File: src/rtl/iis_rx_deser_pkg.sv
// -----------------------------------------------------------------------------
// iis_rx_deser_pkg
// Shared definitions for the I2S receive deserialiser: default sample word
// width, bit-counter width and the receiver state encoding.
// -----------------------------------------------------------------------------
package iis_rx_deser_pkg;

    // Sample word width pushed into the downstream FIFO.
    localparam int DATA_WIDTH = 16;

    // Bit-counter width; must satisfy 2**CNT_WIDTH > DATA_WIDTH so that the
    // counter can hold the value DATA_WIDTH while parked in HOLD.
    localparam int CNT_WIDTH  = 5;

    // Receiver states, with fixed encodings.
    typedef enum logic [1:0] {
        IDLE  = 2'd0,   // disabled
        SYNC  = 2'd1,   // waiting for WS 1->0 (start of a left word)
        SHIFT = 2'd2,   // capturing word bits, MSB first
        HOLD  = 2'd3    // word complete, ignoring the rest of the slot
    } state_e;

endpackage

File: src/rtl/iis_sync_edge.sv
// -----------------------------------------------------------------------------
// iis_sync_edge
// Two-flop synchroniser for an asynchronous input followed by a rising-edge
// detector on the synchronised value.
//
// Ports:
//   wr_clk  in   sampling clock
//   rst     in   asynchronous, active-high reset
//   d_i     in   asynchronous input
//   rise_o  out  one-cycle pulse on each synchronised 0->1 transition
// -----------------------------------------------------------------------------
module iis_sync_edge (
    input  logic wr_clk,
    input  logic rst,
    input  logic d_i,
    output logic rise_o
);

    logic [1:0] sync_q;
    logic       prev_q;

    // NOTE: sequential state uses non-blocking assignments so every flop
    // samples the pre-edge value of its neighbours; blocking here would
    // collapse the synchroniser chain into a single stage.
    always_ff @(posedge wr_clk or posedge rst) begin
        if (rst) begin
            sync_q <= 2'b00;
            prev_q <= 1'b0;
        end else begin
            sync_q <= {sync_q[0], d_i};
            prev_q <= sync_q[1];
        end
    end

    assign rise_o = sync_q[1] & ~prev_q;

endmodule

File: src/rtl/iis_rx_deser.sv
// -----------------------------------------------------------------------------
// iis_rx_deser
// I2S (Philips timing) receiver. Oversamples SCK/WS/SD with wr_clk (at least
// 4x SCK), assembles DATA_WIDTH-bit words MSB first and pushes each word with
// its channel into an async FIFO through a single-cycle wr_en strobe.
//
// Ports:
//   wr_clk     in   system clock, also the FIFO write clock
//   rst        in   asynchronous, active-high reset
//   en         in   receiver enable; low returns the receiver to IDLE
//   iis_sck    in   serial bit clock (asynchronous)
//   iis_ws     in   word select, 0 = left, 1 = right (asynchronous)
//   iis_sd     in   serial data, MSB first (asynchronous)
//   full       in   FIFO full flag (wr_clk domain)
//   wr_en      out  FIFO push strobe
//   din        out  sample word, valid while wr_en = 1, held between pushes
//   word_lr    out  channel of the last loaded word
//   clr_flags  in   one-cycle pulse clearing the sticky flags
//   overflow   out  sticky: a word was dropped because full was high
//   frame_err  out  sticky: WS changed before a word was complete
// -----------------------------------------------------------------------------
module iis_rx_deser #(
    parameter int DATA_WIDTH = iis_rx_deser_pkg::DATA_WIDTH,
    parameter int CNT_WIDTH  = iis_rx_deser_pkg::CNT_WIDTH
) (
    input  logic                  wr_clk,
    input  logic                  rst,
    input  logic                  en,
    input  logic                  iis_sck,
    input  logic                  iis_ws,
    input  logic                  iis_sd,
    input  logic                  full,
    output logic                  wr_en,
    output logic [DATA_WIDTH-1:0] din,
    output logic                  word_lr,
    input  logic                  clr_flags,
    output logic                  overflow,
    output logic                  frame_err
);

    import iis_rx_deser_pkg::*;

    localparam logic [CNT_WIDTH-1:0] LAST_BIT = CNT_WIDTH'(DATA_WIDTH - 1);

    // Reset is applied asynchronously but released only after two wr_clk
    // edges, so no flop leaves reset on an arbitrary edge.
    logic rst_meta_q;
    logic rst_int_q;

    always_ff @(posedge wr_clk or posedge rst) begin
        if (rst) begin
            rst_meta_q <= 1'b1;
            rst_int_q  <= 1'b1;
        end else begin
            rst_meta_q <= 1'b0;
            rst_int_q  <= rst_meta_q;
        end
    end

    // SCK gets an edge detector; WS and SD only need plain synchronisers.
    // All three pass through two flops, so ws_s/sd_s line up with sck_rise.
    logic       sck_rise;
    logic [1:0] ws_sync_q;
    logic [1:0] sd_sync_q;
    logic       ws_s;
    logic       sd_s;

    iis_sync_edge u_sck_sync (
        .wr_clk (wr_clk),
        .rst    (rst_int_q),
        .d_i    (iis_sck),
        .rise_o (sck_rise)
    );

    always_ff @(posedge wr_clk or posedge rst_int_q) begin
        if (rst_int_q) begin
            ws_sync_q <= 2'b00;
            sd_sync_q <= 2'b00;
        end else begin
            ws_sync_q <= {ws_sync_q[0], iis_ws};
            sd_sync_q <= {sd_sync_q[0], iis_sd};
        end
    end

    assign ws_s = ws_sync_q[1];
    assign sd_s = sd_sync_q[1];

    // Receiver state.
    state_e                 state_q,     state_d;
    logic [CNT_WIDTH-1:0]   bitcnt_q,    bitcnt_d;
    logic [DATA_WIDTH-1:0]  shreg_q,     shreg_d;
    logic                   ch_q,        ch_d;
    logic [DATA_WIDTH-1:0]  din_q,       din_d;
    logic                   word_lr_q,   word_lr_d;
    logic                   push_q,      push_d;
    logic                   overflow_q,  overflow_d;
    logic                   frame_err_q, frame_err_d;
    logic                   ws_last_q;
    logic                   ws_change;
    logic                   ovf_set;
    logic                   ferr_set;

    // WS as seen on the previous sck_rise; a change is only meaningful on a
    // sck_rise cycle.
    assign ws_change = sck_rise & (ws_s != ws_last_q);

    // The push is decided against full in the cycle the strobe is presented.
    assign ovf_set = push_q & full;

    // NOTE: every signal assigned below gets a default first, so no path
    // leaves one unassigned and no latch is inferred.
    always_comb begin
        state_d   = state_q;
        bitcnt_d  = bitcnt_q;
        shreg_d   = shreg_q;
        ch_d      = ch_q;
        din_d     = din_q;
        word_lr_d = word_lr_q;
        push_d    = 1'b0;
        ferr_set  = 1'b0;

        unique case (state_q)
            IDLE: begin
                if (en) state_d = SYNC;
            end
            SYNC: begin
                // Only a 1->0 edge starts capture, so the first word is left.
                if (sck_rise && ws_last_q && !ws_s) begin
                    state_d  = SHIFT;
                    bitcnt_d = '0;
                    ch_d     = 1'b0;
                end
            end
            SHIFT: begin
                if (sck_rise) begin
                    shreg_d = {shreg_q[DATA_WIDTH-2:0], sd_s};
                    if (bitcnt_q == LAST_BIT) begin
                        // LSB: load outputs. With a slot exactly DATA_WIDTH
                        // wide, WS already flips on this bit for the next
                        // channel, so that is a restart, not a frame error.
                        din_d     = {shreg_q[DATA_WIDTH-2:0], sd_s};
                        word_lr_d = ch_q;
                        push_d    = 1'b1;
                        if (ws_change) begin
                            state_d  = SHIFT;
                            bitcnt_d = '0;
                            ch_d     = ws_s;
                        end else begin
                            state_d  = HOLD;
                            bitcnt_d = bitcnt_q + 1'b1;
                        end
                    end else if (ws_change) begin
                        ferr_set = 1'b1;
                        state_d  = SYNC;
                        bitcnt_d = '0;
                    end else begin
                        bitcnt_d = bitcnt_q + 1'b1;
                    end
                end
            end
            HOLD: begin
                if (ws_change) begin
                    state_d  = SHIFT;
                    bitcnt_d = '0;
                    ch_d     = ws_s;
                end
            end
            default: state_d = IDLE;
        endcase

        // Disable wins over everything except an already scheduled push.
        if (!en) begin
            state_d  = IDLE;
            bitcnt_d = '0;
        end

        // Set wins over a simultaneous clear.
        overflow_d  = (overflow_q  & ~clr_flags) | ovf_set;
        frame_err_d = (frame_err_q & ~clr_flags) | ferr_set;
    end

    always_ff @(posedge wr_clk or posedge rst_int_q) begin
        if (rst_int_q) begin
            state_q     <= IDLE;
            bitcnt_q    <= '0;
            shreg_q     <= '0;
            ch_q        <= 1'b0;
            din_q       <= '0;
            word_lr_q   <= 1'b0;
            push_q      <= 1'b0;
            overflow_q  <= 1'b0;
            frame_err_q <= 1'b0;
            ws_last_q   <= 1'b0;
        end else begin
            state_q     <= state_d;
            bitcnt_q    <= bitcnt_d;
            shreg_q     <= shreg_d;
            ch_q        <= ch_d;
            din_q       <= din_d;
            word_lr_q   <= word_lr_d;
            push_q      <= push_d;
            overflow_q  <= overflow_d;
            frame_err_q <= frame_err_d;
            if (sck_rise) ws_last_q <= ws_s;
        end
    end

    assign wr_en     = push_q & ~full;
    assign din       = din_q;
    assign word_lr   = word_lr_q;
    assign overflow  = overflow_q;
    assign frame_err = frame_err_q;

endmodule

File: config.mk
export PLATFORM = sky130hd
export DESIGN_NAME = iis_rx_deser
export DESIGN_NICKNAME = d
export VERILOG_FILES = /design/src/rtl/iis_rx_deser_pkg.sv /design/src/rtl/iis_sync_edge.sv /design/src/rtl/iis_rx_deser.sv
export SDC_FILE = /design/constraint.sdc
export NUM_CORES = 1
export LEC_CHECK = 0
export BUFFER_PORTS_ARGS = -buffer_cell sky130_fd_sc_hd__buf_2
export CAP_MARGIN = 5
export CELL_PAD_IN_SITES_DETAIL_PLACEMENT = 0
export CELL_PAD_IN_SITES_GLOBAL_PLACEMENT = 1
export CORE_UTILIZATION = 30
export CTS_BUF_LIST = sky130_fd_sc_hd__clkbuf_4 sky130_fd_sc_hd__clkbuf_8
export DETAILED_ROUTE_END_ITERATION = 10
export PLACE_DENSITY_LB_ADDON = 0.1
export SKIP_LAST_GASP = 1
export SLEW_MARGIN = 25
export SYNTH_ARGS = -nofsm -noshare
export SYNTH_HDL_FRONTEND = slang
export SYNTH_SLANG_ARGS = --single-unit
File: constraint.sdc
create_clock -name wr_clk -period 2.9 [get_ports wr_clk]
set_clock_uncertainty 0.1 [all_clocks]
set_input_delay 0.29 -clock wr_clk [delete_from_list [all_inputs] [get_ports wr_clk]]
set_output_delay 0.29 -clock wr_clk [all_outputs]
set_load 0.005 [all_outputs]
# Word level (Yosys, flattened, before mapping)
# Index checks and enable logic that the tools add are counted.
# totals
input_bits	8
word_cells	77
regBits	53
out_inout_bits	20
# op_classes
n_reduce_logical	10
n_eq_ne	13
n_mux	26
bitwise_logic	11
addsub	1
# op_table
op	n
2-to-1 mux 5 bit	5
one-hot mux 5 bit (3 select lines)	1
2-to-1 mux 1 bit	12
2-to-1 mux 2 bit	6
AND reduction 4 bit	3
inequality test 3 bit (second input constant)	3
one-hot mux 2 bit (4 select lines)	1
bitwise AND 1 bit	6
inequality test 2 bit (second input constant)	3
adder 5 x 1 -> 5 bit (second input constant)	1
== test 5 x 4 -> 1 bit (second input constant)	1
== test 2 bit (second input constant)	2
inequality test 4 x 1 -> 1 bit (second input constant)	1
inequality test 4 bit (second input constant)	1
inverter 1 bit	3
one-hot mux 1 bit (3 select lines)	1
AND reduction 3 bit	1
nonzero test 3 bit	1
== test 2 x 1 -> 1 bit (second input constant)	1
logical AND 1 bit	2
zero test 2 bit	1
bitwise OR 1 bit	2
AND reduction 2 bit	1
zero test 1 bit	1
inequality test 1 bit	1

# Depth between registers and ports, before layout
# depth
word_depth	8
depth_mapped	7
ltp_nobuf	6

# By module
# From an unflattened synthesis, not the netlist that was laid out.
# unflattened
hier_cells	151
area_unflattened_um2	2162.1
# by_module_without_submodules
module	seq_area_each_um2	instances	area_each_um2	cells_per_inst
iis_rx_deser	1253.7	1	2069.5	146
iis_sync_edge	75.1	1	92.6	5

# Worst setup path after synthesis
# No wires, ideal clock.
# synth_path
path_kind	register to register
startpoint	reg bitcnt_q[0]
endpoint	reg din_q[1], in the netlist din[1]
path_buffers	1
arrival_time_ps	1608
setup_ps	125
t_required_ps	2675
slack_ps	1067
period_less_slack_ps	1833
stages_incl_launch_ff	7
path_cell_list	dfrtp_1 ha_1 and3_1 ha_1 nand2_4 buf_6 mux2_4
# synth_via
elab_chain_cells	2
# synth_lines
item	line_no	rtl
start, declared	iis_rx_deser.sv:90	logic [CNT_WIDTH-1:0] bitcnt_q, bitcnt_d;
start signal, assigned	iis_rx_deser.sv:196	bitcnt_q <= bitcnt_d;
== test 5 x 4 -> 1 bit	iis_rx_deser.sv:137	if (bitcnt_q == LAST_BIT) begin
AND reduction 3 bit (no line)	n/a	
end signal, assigned	iis_rx_deser.sv:199	din_q <= din_d;
end, declared	iis_rx_deser.sv:93	logic [DATA_WIDTH-1:0] din_q, din_d;
# No other way between the ends.
# A chain may end at the register's enable or synchronous reset.

# Worst setup path after layout
# layout_path
startpoint	reg bitcnt_q[0]
endpoint	reg din_q[15], in the netlist din[15]
# Same word-level chain as after synthesis.

==> results_dict.tcl <==
set metrics [dict create \
    outcome "complete, no violations" \
    htreeDepth 2 \
    comb_power_share_pct 4.7 \
    setup_viol 0 \
    drcViolationCount 0 \
    gp_congestion 0.738 \
    area_growth_pct 16.5 \
    hold_depth 2 \
    ios 28 \
    required_ns 2.99 \
    power.switching_mw 0.296 \
    grt_pass1_wl_um 6510 \
    yosys-top-cells-area "dfrtp_1 (58%), mux2_2 (7.7%), mux2_4 (6.2%)" \
    cts_buffers 5 \
    reg2regPathDepth 5 \
    rows 30 \
    synthCells 157 \
    synth_fp_nets 168 \
    antenna_left 0 \
    avgRoutedWirePerCell_um 13.6 \
    cts.clk_slew.worst_paths_ns 0.10 \
    worstMarginPinSlew_ns 0.623 \
    clockRootBuffer "clkbuf_8" \
    hp-class "input pin to flop" \
    regArea_um2 1330 \
    coreArea_um2 6910 \
    start_util_pct 31.7 \
    cts-resized-gates 0 \
    synth.most_common_cell "dfrtp_1" \
    final-hold-violation-count 0 \
    slew_violations 0 \
    grt_pass1_vias 1294 \
    cts_setup_buffers 0 \
    multi_input_area_um2 791 \
    rsz0062_at_grt "no" \
    start_kind "flop" \
    drive_above_1_share_pct 34.9 \
    dieHeight_um 87.5 \
    clockPowerShare_pct 34.1 \
    fin_crit_ns 1.97 \
    wl_um 3920 \
    drt_iter0_drc 98 \
    cp-end-kind "flop" \
    critical_path.max_fanout 18 \
    fmax_mhz 508 \
    fin_setup_tns_ns 0 \
    synth_top_family_by_area "multiplexers" \
    synth-seq-cells 53 \
    cts_hold_buf 4 \
    cts_tree "built" \
    seq_area_frac_synth_pct 60.7 \
    leakage_nw 1.33 \
    clock-sinks 53 \
    synth_top_cell_by_area "dfrtp_1" \
    synth_edf_count 0 \
    dpl.hpwl_um 2620 \
    port_buffers 27 \
    synth_top_cell_area_share_pct 58.3 \
    nets 202 \
    num_vias 1305 \
    synth_warnings 0 \
    synth_cell_types 40 \
    arrival_ns 2.05 \
    cts_buffer_depth 2 \
    antenna_found_initial 0 \
    synth_xor_xnor_area_share_pct 0.800 \
    synth_compound_area_share_pct 6.62 \
    cap_violations 0 \
    synth_area_per_cell_um2 14.0 \
    sequentialPowerShare_pct 61.2 \
    syn_area_um2 2190 \
    ys.flop_type "dfrtp_1" \
    first_pass_iters 4 \
    overflow 0 \
    final_area_um2 2550 \
    grt_max_degree 52 \
    peakVddDrop_uv 242 \
    die_x_um 87.5 \
    dieArea_um2 7650 \
    min_period_over_period_pct 67.8 \
    synth.top_cells.by_count "dfrtp_1 (51), mux2_2 (15), inv_1 (9), mux2_4 (9), mux2_1 (8)" \
    nFillCells 708 \
    async_reset_ff_share_pct 100 \
    clkLatencyLatePin_ns 0.30 \
    antenna_cells 0 \
    max_slew_margin_pct 58.4 \
    path_class "flop to flop" \
    synthMuxAreaShare_pct 18.4 \
    synth_fa_ha_area_share_pct 1.71 \
    track_usage_pct 11.3 \
    powerDensity_nw_per_um2 492 \
    placed_cell_area_um2 2420 \
    synth-simple-area-share_pct 8.34 \
    internal_power_mw 0.959 \
    power.share.switching_pct 23.6 \
    viasPerCell 4.53 \
]
[metrics by stage]
stage                     setup WS (ns)  util (%)  instances  hold WS (ns)  power, mW
after floorplan                    1.07         -        157         0.102      0.820
after global placement            0.994      35.0        276         0.212      0.838
after detailed placement          0.937      35.1        276         0.220      0.840
after CTS                         0.917      37.0        288        0.0712       1.28
after global routing              0.844      37.0        288        0.0799       1.31
final                             0.933      37.0        288        0.0769       1.26
[cells in the final DEF (no fill, tap or decap), types with 2 or more instances in the layout]
cell type,instances
mux2_4,9
mux2_1,8
mux2_2,15
dfrtp_1,51
buf_2,27
dlygate4sd3_1,4
a31oi_1,3
a211o_1,3
nand3_1,7
dfstp_2,2
a211oi_1,3
a21oi_1,4
inv_1,8
nor3_1,2
nor2b_1,4
clkbuf_8,5
nand2_1,5
nor2_1,2
ha_1,3
o21ai_0,2
[registers in the layout (all words and copies together) (netlist names), 2 cells and up]
name / cells
bitcnt_q: 5
din: 16
u_sck_sync.sync_q: 2
sd_sync_q: 2
shreg_q: 15
state_q: 2
ws_sync_q: 2
[layer usage]
metal	up-vias	track usage, %	wire (um)
li1	617	-	-
met1	653	15.5	1820
met2	31	17.3	1890
met3	4	2.94	171
met4	0	4.02	41
met5	-	0	0
[cell type report]
cell class / instances / share of cell area (%)
sequential: 53 / 52.1
multi-input combinational: 89 / 31.0
timing repair buffer: 32 / 7.16
tap: 96 / 4.71
clock buffer: 6 / 2.99
inverter: 10 / 1.57
clock inverter: 2 / 0.539
[power by group through the flow]
| stage | Clock (mW) | Sequential [mW] | Combinational (mW) |
|---|---|---|---|
| detailed placement | 0 | 0.783 | 0.0569 |
| CTS | 0.451 | 0.769 | 0.0611 |
| floorplan | 0 | 0.777 | 0.0435 |
| global placement | 0 | 0.783 | 0.0557 |
| global route | 0.472 | 0.771 | 0.0681 |
| finish | 0.429 | 0.769 | 0.0586 |
[kinds of logic after synthesis]
family	Yosys count
flip-flops	53
multiplexers	33
AND/OR/NAND/NOR	29
adder cells (fa/ha/maj)	3
other	1
AO/OA/AOI/OAI	21
buffers and inverters	15
XOR/XNOR	2
[critical path: stages (launching register included)]
cell	delay [ns]
dfrtp_1	0.42
ha_1	0.23
and3_1	0.21
ha_1	0.24
nand2_4	0.28
mux2_1	0.36
[final timing paths]
kind | startpoint | end | slack [ns]
max | bitcnt_q[0]$_DFFE_PP0P_ | din[15]$_DFFE_PP0P_ | 0.93
min | clr_flags | frame_err$_DFF_PP0_ | 0.08
max reg2reg | bitcnt_q[0]$_DFFE_PP0P_ | din[15]$_DFFE_PP0P_ | 0.93
min reg2reg | rst_int_q$_DFF_PP1_ | shreg_q[12]$_DFFE_PP0P_ | 0.24
max in group asynchronous | rst_int_q$_DFF_PP1_ | din[9]$_DFFE_PP0P_ | 2.04
min in group asynchronous | rst_int_q$_DFF_PP1_ | shreg_q[12]$_DFFE_PP0P_ | 0.24
No activity file was read; power rests on OpenSTA's default activity.
